**src/rtl/gshare_pht.sv**
```systemverilog
// Pattern history table of 2-bit saturating counters with a registered D-stage prediction.
// Optional macro GSHARE_XOR_EN: index = PC bits XOR history (gshare); undefined = history only (GAg).
module gshare_pht #(
    parameter int          IDX_W     = 3,
    parameter int          PC_LSB    = 2,
    parameter logic [1:0]  CNT_RESET = 2'b01,
    parameter int          PERF_W    = 16
) (
    input  logic              clk,
    input  logic              rst_n,
    input  logic [31:0]       Fpc,
    input  logic [IDX_W-1:0]  globalhistoryout,
    input  logic              Dstall,
    input  logic              Dflush,
    output logic              branchcircuitout,
    output logic [IDX_W-1:0]  Dindex,
    input  logic              Eupdate,
    input  logic [IDX_W-1:0]  Eindex,
    input  logic              Etaken,
    input  logic              Emispredict,
    output logic [PERF_W-1:0] mispredict_count
);

    localparam int ENTRIES = 1 << IDX_W;

    logic [1:0]       pht [ENTRIES];
    logic [IDX_W-1:0] fidx;
    logic [1:0]       upd_val;
    logic             pred;
    logic             unused_fpc;

`ifdef GSHARE_XOR_EN
    assign fidx = Fpc[PC_LSB+IDX_W-1:PC_LSB] ^ globalhistoryout;
`else
    assign fidx = globalhistoryout;
`endif

    // Only a slice of the PC (or none of it, in GAg mode) feeds the index.
    assign unused_fpc = ^Fpc;

    always_comb begin
        upd_val = pht[Eindex];
        if (Etaken) begin
            if (pht[Eindex] != 2'b11)
                upd_val = pht[Eindex] + 2'b01;
        end else begin
            if (pht[Eindex] != 2'b00)
                upd_val = pht[Eindex] - 2'b01;
        end
    end

    // Write-first: a lookup hitting the entry being trained sees the trained value.
    always_comb begin
        pred = pht[fidx][1];
        if (Eupdate && (Eindex == fidx))
            pred = upd_val[1];
    end

    always_ff @(posedge clk or negedge rst_n) begin
        if (!rst_n) begin
            for (int i = 0; i < ENTRIES; i++)
                pht[i] <= CNT_RESET;
        end else if (Eupdate) begin
            pht[Eindex] <= upd_val;
        end
    end

    always_ff @(posedge clk or negedge rst_n) begin
        if (!rst_n) begin
            branchcircuitout <= 1'b0;
            Dindex           <= '0;
        end else if (Dflush) begin
            branchcircuitout <= 1'b0;
            Dindex           <= '0;
        end else if (!Dstall) begin
            branchcircuitout <= pred;
            Dindex           <= fidx;
        end
    end

    always_ff @(posedge clk or negedge rst_n) begin
        if (!rst_n)
            mispredict_count <= '0;
        else if (Eupdate && Emispredict && (mispredict_count != {PERF_W{1'b1}}))
            mispredict_count <= mispredict_count + 1'b1;
    end

endmodule

```
**config.mk**
```make
export PLATFORM = sky130hd
export DESIGN_NAME = gshare_pht
export DESIGN_NICKNAME = d
export VERILOG_FILES = /design/src/rtl/gshare_pht.sv
export SDC_FILE = /design/constraint.sdc
export NUM_CORES = 1
export LEC_CHECK = 0
export BUFFER_PORTS_ARGS = -buffer_cell sky130_fd_sc_hd__buf_4
export CORE_MARGIN = 1
export CORE_UTILIZATION = 50
export DETAILED_ROUTE_END_ITERATION = 8
export GPL_ROUTABILITY_DRIVEN = 0
export PLACE_DENSITY = 0.92
export SETUP_SLACK_MARGIN = 0.3
export SKIP_LAST_GASP = 1
export SLEW_MARGIN = 20
export SYNTH_ARGS = -nofsm -noshare
export SYNTH_HDL_FRONTEND = slang
export SYNTH_SLANG_ARGS = --single-unit
```
**constraint.sdc**
```tcl
create_clock -name clk -period 4.6 [get_ports clk]
set_clock_uncertainty 0.15 [all_clocks]
set_input_delay 0.46 -clock clk [delete_from_list [all_inputs] [get_ports clk]]
set_output_delay 0.46 -clock clk [all_outputs]
set_load 0.05 [all_outputs]
```
==> summary.md <==
| Metric | Value |
|---|---|
| DRC | `0` |
| Worst setup SP type | `input port` |
| Final instance count without filler cells | `roughly 230` |
| Max FO, Critical Path | `13` |
| Row count | `22` |
| M3 GR Usage | `under 10%` |
| Post-Synthesis Cells | `151` |
| Cell Area, Synth | `around 1900 sq um` |
| RSZ-0062 raised after global routing | `false` |
| Effective utilization at floorplan | `between 50 and 60%` |
| DPL Wire Length | `around 2600 um` |
| Sequential element share of the synthesized area | `a little under half` |
| DP Worst Slack | `~2.1 ns` |
| Routing usage on met2 | `approximately 36%` |
| Number of DRC violations after detailed-routing iteration 0 | `27` |
| Final core area utilization | `61.5%` |
| Min setup slack post-route | `around 2.4 ns` |
| Final net count | `230` |
| Die area | `around 4100 sq um` |
| Maximum count of clock buffers along a single path | `2` |
| Headroom to the max-slew limit | `between 50% and 60%` |
| Largest net degree at the start of global routing | `37` |
| Vertical die dimension | `63.7 um` |
| Post-Syn Area per Cell | `roughly 13 sq um` |
| Sink Count | `36` |
| Share of the cycle needed by the critical path after routing | `around half` |
| Dpl cell area | `approximately 2200 sq um` |
| Portion of total power attributed to the clock network | `19.1%` |
| Antenna violations before repair | `0` |
| Post-synthesis cell type with the largest combined area | `dfrtp_1` |
| Mapped Nets | `197` |
| Worst setup EP type | `flip-flop` |
| First-pass GRT wire length | `6400 um` |
| Dominant cell by count in the synthesized netlist | `dfrtp_1` |
| Outcome | `complete, no violations` |
| Part of the power in combinational logic | `between 30 and 40%` |
| Horiz. Die Dim | `about 64 um` |
| Total core area | `about 3700 sq um` |
| Biggest area contributors in the synthesized netlist | `dfrtp_1 (37%), dfstp_2 (11%), mux2_2 (11%)` |
| Reg power frac | `between 40% and 50%` |
| Share of flip-flops with an asynchronous set or reset after synthesis | `100%` |
| Clock insertion delay at the later pin of the skew report | `slightly below 0.3 ns` |
| Most heavily used metal layer in global routing | `met2` |
| Transition at the pin with the smallest max-transition slack | `about 0.66 ns` |
| Area occupied by multi-input gates | `925 sq um` |
| Residual antenna-violating net count after detailed routing | `0` |
| Fraction of final layout cells with drive strength greater than 1 | `between 30% and 40%` |
| VDD IR-drop max | `0.000367 V` |
| Via count of the first global-routing pass | `1421` |
| Number of input and output port buffers inserted | `32` |
| Top Ports | `between 60 and 70` |
| Clock root cell | `clkbuf_8` |
| Lkg Pwr | `~1 nW` |
| First-pass detailed-route iteration total | `4` |
| Setup fix buffers added after clock tree synthesis | `0` |
| Max Freq | `around 0.45 GHz` |
| Final cell area excluding filler cells | `approximately 2300 sq um` |
| Main flop type after synthesis | `dfrtp_1` |
| PD cells | `536 nW/um^2` |
| Critical Path RT | `around 4.6 ns` |
| Synth top cells by count | `dfrtp_1 (28), mux2_2 (18), xor2_1 (10), dfstp_2 (8), nand2_1 (8)` |
| Setup tns final | `0 ns` |
| Switching part of the total power | `36.3%` |
| Synth-to-layout area growth | `18.4%` |
| Fill cell count | `about 310` |
| Total of flip-flops plus latches after synthesis | `36` |
| Number of buffers inserted during clock tree synthesis | `5` |
| Final number of hold-violating endpoints | `0` |
| Area share of the largest cell type after synthesis | `between 30% and 40%` |
| Maximum capacitance violations | `0` |
| Antenna fix cells | `0` |
| Via Count | `roughly 1300` |
| Worst-path clk slew | `~0.06 ns` |
| Flip-flop and latch area | `approximately 900 sq um` |
| Number of different library cells in the post-synthesis netlist | `36` |
| Worst hold path class | `input port to flip-flop` |
| Arrival time reported for the critical path endpoint | `approximately 2.2 ns` |
| Wire length reported by the detailed router | `between 3000 and 4000 um` |
| DR vias/cell | `~5.7` |
| Wire length per cell after detailed routing | `between 15 and 20 um` |
| Setup violation total in the final timing report | `0` |
| Overall track demand over capacity in global routing | `between 20% and 30%` |
| Total instance count after detailed placement | `between 200 and 250` |
| Clock tree from TritonCTS | `yes` |
| Yosys warnings | `0` |
| P_int | `0.000769 W` |
| Number of flops mapped to enable cells by yosys | `0` |
| Final number of max-transition violations | `0` |
| P_sw | `between 0.0004 and 0.0005 W` |
| Final critical-path required period | `roughly 2.2 ns` |
| GR Util met1 | `between 20% and 30%` |
| Grt ovf | `0` |
| H-Tree Level Count | `2` |
| Critical Setup Path Class | `input port to flip-flop` |
final timing paths:
path | from | end | slack, ns | depth (start not counted)
max reg2reg | mispredict_count[10]$_DFFE_PN0P_ | mispredict_count[1]$_DFFE_PN0P_ | 2.42 | 4
min | Dflush | Dindex[1]$_DFFE_PN0P_ | 0.21 | 2
max | Eindex[0] | branchcircuitout$_DFFE_PN0P_ | 2.39 | 5
min reg2reg | mispredict_count[9]$_DFFE_PN0P_ | mispredict_count[9]$_DFFE_PN0P_ | 0.36 | 1
min in group asynchronous | rst_n | pht[5]$_DFFE_PN0P_ | 0.51 | 2
max in group asynchronous | rst_n | pht[8]$_DFFE_PN1P_ | 3.44 | 2
cell families after synthesis:
family	count (synthesis)	synth area share (%)
mux	30	21.8
fa+ha+maj	3	1.84
flops	36	47.9
xor+xnor	17	7.83
compound gates	13	5.26
buf+inv	11	3.49
simple gates	41	11.9
flip-flops by register name, summed over array words and instances, names as in the netlist:
| signal | cells |
|---|---|
| mispredict_count | 16 |
| pht | 16 |
| Dindex | 3 |
| branchcircuitout | 1 |
final cells by class:
type                       instances  share of cell area [%]
multi-input combinational        104                    41.1
sequential                        36                    40.5
timing repair buffer              33                    11.1
clock buffer                       8                    4.00
tap                               48                    2.67
inverter                           4                   0.667
power groups by stage:
| stage | Clock (W) | Combinational, W | Sequential [W] |
|---|---|---|---|
| floorplan | 0 | 0.000224 | 0.000627 |
| global placement | 0 | 0.000438 | 0.000526 |
| detailed placement | 0 | 0.000450 | 0.000534 |
| CTS | 0.000238 | 0.000452 | 0.000529 |
| global route | 0.000249 | 0.000483 | 0.000544 |
| finish | 0.000230 | 0.000447 | 0.000530 |
worst max-delay path: stages:
cell,delay [ns]
buf_4,0.18
mux4_1,0.60
mux2_2,0.29
maj3_2,0.38
o31a_1,0.31
stage by stage:
step	total power (W)	hold slack, ns
after global placement	0.000964	0.286
after floorplan	0.000852	0.0144
after CTS	0.00122	0.193
after detailed placement	0.000984	0.292
final	0.00121	0.208
after global routing	0.00128	0.197
cells in the final DEF, fill, tap and decap left out, types with 2 or more instances in the layout:
| cell | n |
|---|---|
| maj3_2 | 2 |
| dfrtp_1 | 28 |
| mux4_1 | 3 |
| nor3_1 | 6 |
| nand4_1 | 4 |
| a31oi_1 | 2 |
| mux4_2 | 3 |
| or2_2 | 2 |
| a211oi_1 | 3 |
| clkbuf_8 | 6 |
| nor3b_1 | 2 |
| a2111oi_0 | 4 |
| dfstp_2 | 8 |
| xor2_1 | 10 |
| nand2_1 | 8 |
| xnor2_1 | 7 |
| clkbuf_1 | 2 |
| nand4b_1 | 3 |
| inv_1 | 4 |
| nand3_1 | 4 |
| nor2_1 | 7 |
| buf_4 | 32 |
| mux2_2 | 18 |
| mux2i_1 | 5 |
timing repair:
item	CTS	global route
hold buffers	1	0
hold endpoints to repair	28	0
gates resized for setup	0	0
layer usage:
layer	vias up	wire (um)
li1	622	-
met1	661	1500
met2	40	1890
met3	4	200
met4	0	53
met5	-	0
Note: power is estimated with default switching activity, not from simulation.
